**config.mk**
```make
export PLATFORM = sky130hd
export DESIGN_NAME = core_line_buffer_flatten_n_flat
export DESIGN_NICKNAME = d
export VERILOG_FILES = /design/src/rtl/core_line_buffer_flatten_n_pkg.sv /design/src/rtl/core_line_buffer_flatten_n_if.sv /design/src/rtl/core_line_buffer_flatten_n_hold_mux.sv /design/src/rtl/core_line_buffer_flatten_n.sv /design/src/flat_wrapper.sv
export SDC_FILE = /design/constraint.sdc
export NUM_CORES = 1
export LEC_CHECK = 0
export ABC_AREA = 1
export BUFFER_PORTS_ARGS = -buffer_cell sky130_fd_sc_hd__buf_2
export CORE_UTILIZATION = 30
export DETAILED_ROUTE_END_ITERATION = 6
export GPL_ROUTABILITY_DRIVEN = 1
export GPL_TIMING_DRIVEN = 0
export PLACE_DENSITY = 0.51
export REMOVE_ABC_BUFFERS = 1
export SLEW_MARGIN = 0
export SYNTH_ARGS = -nofsm -noshare
export SYNTH_HDL_FRONTEND = slang
export SYNTH_SLANG_ARGS = --single-unit
```
**constraint.sdc**
```tcl
create_clock -name clock -period 3 [get_ports clock]
set_input_delay 0.3 -clock clock [delete_from_list [all_inputs] [get_ports clock]]
set_output_delay 0.3 -clock clock [all_outputs]
set_load 0.01 [all_outputs]
```
**src/rtl/core_line_buffer_flatten_n_pkg.sv**
```systemverilog
// flatten_pkg: shared types and constants for the flatten stage.
//   state_t    - FSM encoding (IDLE, POP, CAP, EMIT)
//   idx_width  - width of a channel / counter index, never below 1 bit
//   DEF_*      - default geometry used by the interface and the top
package flatten_pkg;

  localparam int DEF_DWIDTH = 32;
  localparam int DEF_NCH    = 16;
  localparam int DEF_WIDTH  = 28;
  localparam int DEF_HEIGHT = 28;

  typedef enum logic [1:0] {
    IDLE = 2'd0,
    POP  = 2'd1,
    CAP  = 2'd2,
    EMIT = 2'd3
  } state_t;

  // Bits needed to index n items; a single item still gets one bit.
  function automatic int idx_width(input int n);
    return (n > 1) ? $clog2(n) : 1;
  endfunction

endpackage

```
**src/rtl/core_line_buffer_flatten_n_if.sv**
```systemverilog
// core_line_buffer_flatten_n_if: FIFO-side signals of the flatten stage.
//   ff_rdata / ff_empty / ff_rdreq : NCH parallel non-show-ahead input FIFOs
//                                    (channel k at ff_rdata[k*DWIDTH +: DWIDTH])
//   ff_wdata / ff_wrreq / ff_full  : single output FIFO
// Handshake: a group is popped only when every ff_empty bit is low and ff_full
// is low; ff_rdreq is a one-cycle pop strobe whose data appears on ff_rdata the
// following cycle. A word is transferred on every cycle ff_wrreq is high, and
// ff_wrreq is never high while ff_full is high.
// Modports: slave = the flatten stage, master = the FIFO environment.
interface core_line_buffer_flatten_n_if
  import flatten_pkg::*;
#(
  parameter int DWIDTH = DEF_DWIDTH,
  parameter int NCH    = DEF_NCH
);

  logic [NCH*DWIDTH-1:0] ff_rdata;
  logic [NCH-1:0]        ff_empty;
  logic                  ff_rdreq;
  logic [DWIDTH-1:0]     ff_wdata;
  logic                  ff_wrreq;
  logic                  ff_full;

  modport slave (
    input  ff_rdata, ff_empty, ff_full,
    output ff_rdreq, ff_wdata, ff_wrreq
  );

  modport master (
    output ff_rdata, ff_empty, ff_full,
    input  ff_rdreq, ff_wdata, ff_wrreq
  );

endinterface

```
**src/rtl/core_line_buffer_flatten_n_hold_mux.sv**
```systemverilog
// flatten_hold_mux: NCH-word capture register plus the idx-selected read mux.
//   clock, reset_n : clock, asynchronous active-low reset (clears all words)
//   capture        : load all NCH words from rdata this cycle
//   rdata          : packed input words, word k at [k*DWIDTH +: DWIDTH]
//   idx            : word select
//   dout           : hold[idx], stable whenever capture is low
module flatten_hold_mux
  import flatten_pkg::*;
#(
  parameter  int DWIDTH = DEF_DWIDTH,
  parameter  int NCH    = DEF_NCH,
  localparam int CW     = idx_width(NCH)
) (
  input  logic                  clock,
  input  logic                  reset_n,
  input  logic                  capture,
  input  logic [NCH*DWIDTH-1:0] rdata,
  input  logic [CW-1:0]         idx,
  output logic [DWIDTH-1:0]     dout
);

  logic [DWIDTH-1:0] hold [NCH];

  always_ff @(posedge clock or negedge reset_n) begin
    if (!reset_n) begin
      for (int k = 0; k < NCH; k++) hold[k] <= '0;
    end else if (capture) begin
      for (int k = 0; k < NCH; k++) hold[k] <= rdata[k*DWIDTH +: DWIDTH];
    end
  end

  assign dout = hold[idx];

endmodule

```
**src/rtl/core_line_buffer_flatten_n.sv**
```systemverilog
// core_line_buffer_flatten_n: pops one word from each of NCH channel FIFOs as a
// group and serialises the group onto one output FIFO, channel 0 first, giving
// an HWC-ordered stream for the dense layer.
//   clock, reset_n : clock, asynchronous active-low reset
//   ff (slave)     : input FIFO bank and output FIFO signals
//   state_dbg      : current FSM state
//   busy           : high in any state other than IDLE
//   frame_done     : (FLATTEN_FRAME_CNT_EN only) one-cycle pulse on the last
//                    write of pixel group WIDTH*HEIGHT-1
// Optional feature macro: FLATTEN_FRAME_CNT_EN.
// Timing: POP, CAP, then NCH EMIT cycles per group; a finished group goes
// straight to POP when the next group is ready.
module core_line_buffer_flatten_n
  import flatten_pkg::*;
#(
  parameter int DWIDTH = DEF_DWIDTH,
  parameter int NCH    = DEF_NCH,
  parameter int WIDTH  = DEF_WIDTH,
  parameter int HEIGHT = DEF_HEIGHT
) (
  input  logic                        clock,
  input  logic                        reset_n,
  core_line_buffer_flatten_n_if.slave ff,
  output state_t                      state_dbg,
  output logic                        busy
`ifdef FLATTEN_FRAME_CNT_EN
  ,
  output logic                        frame_done
`endif
);

  localparam int            CW       = idx_width(NCH);
  localparam logic [CW-1:0] LAST_IDX = CW'(NCH - 1);

  state_t        state_q, state_d;
  logic [CW-1:0] idx_q, idx_d;
  logic          rdreq_q;
  logic          ready;
  logic          last;
  logic          wr;
  logic          capture;

  assign ready = (ff.ff_empty == '0) & ~ff.ff_full;
  assign last  = (idx_q == LAST_IDX);
  // Write strobe is combinational from ff_full so a full FIFO stalls EMIT in
  // the same cycle; idx and hold stay put, so the stalled word is re-presented.
  assign wr    = (state_q == EMIT) & ~ff.ff_full;

  always_comb begin
    state_d = state_q;
    idx_d   = idx_q;
    capture = 1'b0;
    case (state_q)
      IDLE: if (ready) state_d = POP;
      POP:  state_d = CAP;
      CAP: begin
        // q of a non-show-ahead FIFO is valid the cycle after rdreq.
        capture = 1'b1;
        idx_d   = '0;
        state_d = EMIT;
      end
      EMIT: begin
        if (wr) begin
          if (last) begin
            idx_d   = '0;
            state_d = ready ? POP : IDLE;
          end else begin
            idx_d = idx_q + CW'(1);
          end
        end
      end
      default: state_d = IDLE;
    endcase
  end

  always_ff @(posedge clock or negedge reset_n) begin
    if (!reset_n) begin
      state_q <= IDLE;
      idx_q   <= '0;
      rdreq_q <= 1'b0;
    end else begin
      state_q <= state_d;
      idx_q   <= idx_d;
      rdreq_q <= (state_d == POP);
    end
  end

  flatten_hold_mux #(
    .DWIDTH (DWIDTH),
    .NCH    (NCH)
  ) u_hold_mux (
    .clock   (clock),
    .reset_n (reset_n),
    .capture (capture),
    .rdata   (ff.ff_rdata),
    .idx     (idx_q),
    .dout    (ff.ff_wdata)
  );

  assign ff.ff_rdreq = rdreq_q;
  assign ff.ff_wrreq = wr;
  assign busy        = (state_q != IDLE);
  assign state_dbg   = state_q;

`ifdef FLATTEN_FRAME_CNT_EN
  localparam int            FRAME_GRPS = WIDTH * HEIGHT;
  localparam int            FW         = idx_width(FRAME_GRPS);
  localparam logic [FW-1:0] LAST_GRP   = FW'(FRAME_GRPS - 1);

  logic [FW-1:0] grp_q;
  logic          grp_done;

  assign grp_done   = wr & last;
  assign frame_done = grp_done & (grp_q == LAST_GRP);

  always_ff @(posedge clock or negedge reset_n) begin
    if (!reset_n) begin
      grp_q <= '0;
    end else if (grp_done) begin
      grp_q <= frame_done ? '0 : grp_q + FW'(1);
    end
  end
`else
  // Frame geometry only matters to the frame counter; this empty block keeps
  // WIDTH and HEIGHT referenced when the counter is not built.
  if (WIDTH < 1 || HEIGHT < 1) begin : g_frame_geometry_unused
  end
`endif

endmodule

```
**src/flat_wrapper.sv**
```systemverilog
// flat-port wrapper written by rule: the top's interface ports become plain ports
module core_line_buffer_flatten_n_flat import flatten_pkg::*;
#(
  parameter int DWIDTH = DEF_DWIDTH,
  parameter int NCH    = DEF_NCH,
  parameter int WIDTH  = DEF_WIDTH,
  parameter int HEIGHT = DEF_HEIGHT
)
  (clock, reset_n, state_dbg, busy, ff_ff_rdata, ff_ff_empty, ff_ff_full, ff_ff_rdreq, ff_ff_wdata, ff_ff_wrreq);
  core_line_buffer_flatten_n_if #(.DWIDTH(DWIDTH), .NCH(NCH)) ff_i ();
  input  logic clock;
  input  logic reset_n;
  output state_t state_dbg;
  output logic busy;
  input wire logic [$bits(ff_i.ff_rdata)-1:0] ff_ff_rdata;
  input wire logic [$bits(ff_i.ff_empty)-1:0] ff_ff_empty;
  input wire logic [$bits(ff_i.ff_full)-1:0] ff_ff_full;
  output wire logic [$bits(ff_i.ff_rdreq)-1:0] ff_ff_rdreq;
  output wire logic [$bits(ff_i.ff_wdata)-1:0] ff_ff_wdata;
  output wire logic [$bits(ff_i.ff_wrreq)-1:0] ff_ff_wrreq;
  assign ff_i.ff_rdata = ff_ff_rdata;
  assign ff_i.ff_empty = ff_ff_empty;
  assign ff_i.ff_full = ff_ff_full;
  assign ff_ff_rdreq = ff_i.ff_rdreq;
  assign ff_ff_wdata = ff_i.ff_wdata;
  assign ff_ff_wrreq = ff_i.ff_wrreq;
  core_line_buffer_flatten_n #(.DWIDTH(DWIDTH), .NCH(NCH), .WIDTH(WIDTH), .HEIGHT(HEIGHT)) u_core (.clock(clock), .reset_n(reset_n), .ff(ff_i), .state_dbg(state_dbg), .busy(busy));
endmodule
```
== After elaboration in Yosys (flattened, before gate mapping) ==
Cells that the tools add are included.

* Register bits: 519
* Output and inout bits: 37

* Bitwise logic cells: 4
* $lt $le $gt $ge: 1
* Reductions and logical operators: 5
* Multiplexer cells: 12
* Add/subtract/negate cells: 1
* Equal/unequal tests: 6

{| class="wikitable"
|+ Operator list
! cell !! number
|-
| $bmux 32 s4 || 1
|-
| $mux 32 || 2
|-
| $logic_not 16->1 || 1
|-
| $mux 4 || 2
|-
| $pmux 2 s4 || 1
|-
| $pmux 4 s2 || 1
|-
| $mux 2 || 3
|-
| $ge 5x5->1 const B || 1
|-
| $not 4->5 || 1
|-
| $add 4x1->4 const B || 1
|-
| $eq 2x1->1 const B || 2
|-
| $eq 2x2->1 const B || 2
|-
| $eq 4x4->1 const B || 1
|-
| $reduce_bool 2->1 || 2
|-
| $and 1x1->1 || 2
|-
| $logic_not 2->1 || 1
|-
| $mux 1 || 2
|-
| $ne 2x2->1 const B || 1
|-
| $reduce_and 2->1 || 1
|-
| $not 1->1 || 1
|}

== Logic depth before layout (Yosys ltp) ==
* Depth after elaboration: 7
* Gate-level depth with buffers: 9

== By module ==
A second synthesis with hierarchy kept.

* Cells, all modules: 3317
* Area total of the unflattened synthesis: 25385.6 µm²

{| class="wikitable"
|+ Modules (own cells, without submodules)
! module !! cells each !! seq. area each (µm²) !! area each (µm²) !! instances
|-
| flatten_hold_mux || 3263 || 12812.3 || 24986.5 || 1
|-
| core_line_buffer_flatten_n || 54 || 175.2 || 399.1 || 1
|}

== Least setup slack after synthesis ==
Ideal clock, no wire load.

* Path type: register to output
* From: reg u_core.idx_q[0]
* To: out ff_ff_wdata[30]
* Slack: 1.430 ns
* Arrival time: 1.270 ns
* Buffers on the path: 3
* Stages on the path, launching flop included: 9
* Cell sequence: dfrtp_1 > buf_4 > buf_6 > buf_2 > or2_1 > nand3_1 > nand3_1 > nand3_1 > nand2_1

* Cells in the longest elaborated chain, start to end: 4

{| class="wikitable"
|+ Ends and longest elaborated chain
! what !! line !! RTL
|-
| start: declaration || core_line_buffer_flatten_n.sv:36 || <nowiki>logic [CW-1:0] idx_q, idx_d;</nowiki>
|-
| start signal: assignment || core_line_buffer_flatten_n.sv:83 || <nowiki>idx_q <= idx_d;</nowiki>
|-
| $not 4->5 (not written as such) || core_line_buffer_flatten_n_hold_mux.sv:32 || <nowiki>assign dout = hold[idx];</nowiki>
|-
| $bmux 32 s4 || core_line_buffer_flatten_n_hold_mux.sv:32 ||
|-
| $mux 32 (not written as such) (2 in a row) || core_line_buffer_flatten_n_hold_mux.sv:32 ||
|-
| end: declaration || flat_wrapper.sv:19 || <nowiki>output wire logic [$bits(ff_i.ff_wdata)-1:0] ff_ff_wdata;</nowiki>
|}

Every way passes these cells. The select of a mux whose other input is x is not followed.

== Worst setup path after layout ==
* From: reg u_core.idx_q[2]
* To: out ff_ff_wdata[12]

The elaborated chain is that of the path after synthesis.

==> results.cfg <==
[status]
status = completed

[critical_path]
crit_chain = buf_16 -> inv_8 -> buf_16 -> nand3_1 -> nand3_2 -> nand2_1 -> buf_2
critPathMaxStageDelay_ps = 500
crit_type = reg2out
path_max_fanout = 40
startpoint_type = flip-flop
crit_start = u_core.idx_q[2]
setup.worst_path.end_class = primary output
cp_slowest_cell = dfrtp_4
arrival_ps = 2600
rr_startpoint = u_core.state_dbg[1]
cpMostUsedCell = buf_16
critPathBufInv = 4
crit_required_ps = 2700
critical_path.top_delay_family = buffers and inverters

[grt]
groute.usage.overall_pct = 22.29
grt_pass1_vias = 25680
grt_pass1_wl_mm = 146.7
grt_max_degree = 110
grt_overflow = 0
antenna_found_initial = 26

[floorplan]
fp.dieH_microns = 291.2
die_width_microns = 291.2
core_area_sq_um = 82370
dieArea_sq_um = 84810
core.rowCount = 105
io_pins = 568
initial_utilization_pct = 30.47

[placed_design]
portBuffers = 567
dpl.cell_count = 4772
hpwl_mm = 54.80
place.gp.congestion = 0.7848

[synth]
syn-mean-instance-area_sq_um = 7.570
yosys.cell_types.count = 21
yosysWarnings = 0
yosysSeqAreaShare_pct = 51.75
synth_top_area_share_pct = 51.75
synthCells = 3315
async_reset_ff_share_pct = 100.0
synth_edf_count = 0
synth_ff_type = dfrtp_1
synth_area_leaders = dfrtp_1 52%, nand2_1 17%, nand3_1 9.0%
synthesis.area_sq_um = 25100
synth_area_leader_cell = dfrtp_1
synth_seq_cells = 519

[route]
wire_per_inst_microns = 17.45
drt_iter0_drc = 1538
drc_errors = 0
ant_nets = 0
vias = 24860
drt_first_pass_iters = 5
vias_per_cell = 4.568
wirelength_mm = 94.97

[clock_tree]
numCtsBuffers = 67
cts_root_buf = clkbuf_16
clkTransAtPathRegs_ps = 60
clock-sinks = 519
htree_levels = 3
cts_max_path_buffers = 3
clk_latency_ps = 600
cts_tree = done

[power_and_ir_drop]
power_frac_comb_pct = 48.0
p_sw_share_pct = 41.68
pwr-share-seq_pct = 31.1
p_per_area_nw_per_um2 = 1007
vdd_drop_max_mv = 0.5578
leakagePower_uw = 0.01823
internal_power_uw = 21610
clock_power_share_pct = 20.9
switchingPower_uw = 15450
total_power_uw = 37060

[timing]
period_needed_ps = 2896
worstMarginPinSlew_ps = 689.1
rsz0062_at_grt = false
setup_violations = 0
drv_slew = 0
finalCritPeriodShare_pct = 96.52
hold_viol = 0
fmax_ghz = 0.3454
final.setup_skew_ps = 30.89
final.setup.tns_ps = 0
max_slew_margin_pct = 54.01
whs_ps = 53.76

[cells_and_area]
finalNetCount = 4840
fin_cells = 5442
area_delta_synth_final_pct = 46.68
final_core_util_pct = 44.69
layout-drive-gt1-share_pct = 17.84

[hold_path]
min-delay-start = ff_ff_empty[9]
holdCritPathClass = in2reg

[flow_run]
cap_viol_max_count = 0
[worst reg2reg max path: stages, from the launching register on]
cell     delay [ps]
dfrtp_1         460
inv_2           120
nor2_4          150
buf_12          220
buf_12          250
buf_12          220
buf_16          200
buf_16          180
buf_12          230
buf_16          260
buf_12          230
nand2_1          90
o21ai_0          80
[synthesized netlist by cell type, types with 2 or more instances]
cell type	instances
or2_1	24
buf_1	12
inv_1	455
o21ai_0	297
buf_6	3
nand3_1	453
nand2_1	1133
nor2_1	11
dfrtp_1	519
clkbuf_1	61
o21ai_1	154
a21oi_1	2
or2_2	41
buf_4	37
buf_2	106
inv_2	2
[power by group through the flow]
stage	clock, uW	combinational (uW)	sequential (uW)
floorplan	0	9470	11900
global placement	0	11100	12500
detailed placement	0	15900	12100
CTS	8000	17900	11500
global route	8240	20200	11900
finish	7750	17800	11500
[logic make-up after synthesis]
group	after synthesis	synth area share, %
AND/OR/NAND/NOR	1664	27.83
buffers and inverters	677	11.30
flip-flops	519	51.75
AO/OA/AOI/OAI	453	9.034
XOR/XNOR	1	0.03491
adder cells (fa/ha/maj)	1	0.04985
[worst paths after layout]
check	cells past startpoint	slack, ps	to
max	7	100	ff_ff_wdata[12]
min	6	50	u_core.ff.ff_rdreq
max reg2reg	12	200	u_core.u_hold_mux.hold[392]
min reg2reg	2	460	u_core.u_hold_mux.hold[510]
max in group asynchronous	4	1250	u_core.u_hold_mux.hold[293]
min in group asynchronous	2	290	u_core.u_hold_mux.hold[411]
[layer usage]
layer	track usage (%)	up-vias	wire length [microns]	part of all wire (%)
met1	28.18	11660	41290	43
met3	3.184	241	3801	4.0
met4	10.07	2	4018	4.2
li1	-	12290	-	-
met2	37.60	670	45840	48
met5	0	-	13	0.014
[placed cells by master (no fill, tap or decap), drive strengths merged, types with 11 or more instances in the layout]
cell type,synthesis,final
nand3,453,453
nor2,12,13
clkbuf,61,96
dlygate4sd3,0,515
clkinv,1,11
o21ai,451,451
buf,158,622
dfrtp,519,519
or2,65,65
inv,457,463
diode,0,22
nand2,1133,1133
[final cells by class]
type / count / area, sq um
Fill cell: 8289 / 45560
Sequential cell: 519 / 13000
Multi-Input combinational cell: 2120 / 9289
Timing Repair Buffer: 1140 / 9261
Clock buffer: 95 / 1914
Inverter: 458 / 1777
Tap cell: 1070 / 1339
Clock inverter: 16 / 155.1
Antenna cell: 22 / 55.05
Timing Repair inverter: 2 / 17.52
[stage by stage]
stage	setup slack [ps]	area, sq um
2_1_floorplan	-12400	23980
3_3_place_gp	-25660	28160
3_5_place_dp	-389.9	29130
4_1_cts	11.83	36680
5_1_grt	11.76	36810
6_report	104.5	36810
[registers in the layout, indices dropped and copies added, names as in the netlist]
signal / cells
u_core.idx_q: 4
u_core.ff.ff_rdreq: 1
u_core.u_hold_mux.hold: 512
u_core.state_dbg: 2
[what timing repair did]
action | 4_1_cts | 5_1_grt
endpoints found under the hold margin | 583 | 0
cloned | 7 | 1
resized for setup | 10 | 3
pin swaps | 1 | 0
hold buffers | 515 | 0
buffers inserted | 10 | 4
endpoints found under the setup margin | 105 | 5
Power figures use the tool's default switching activity.
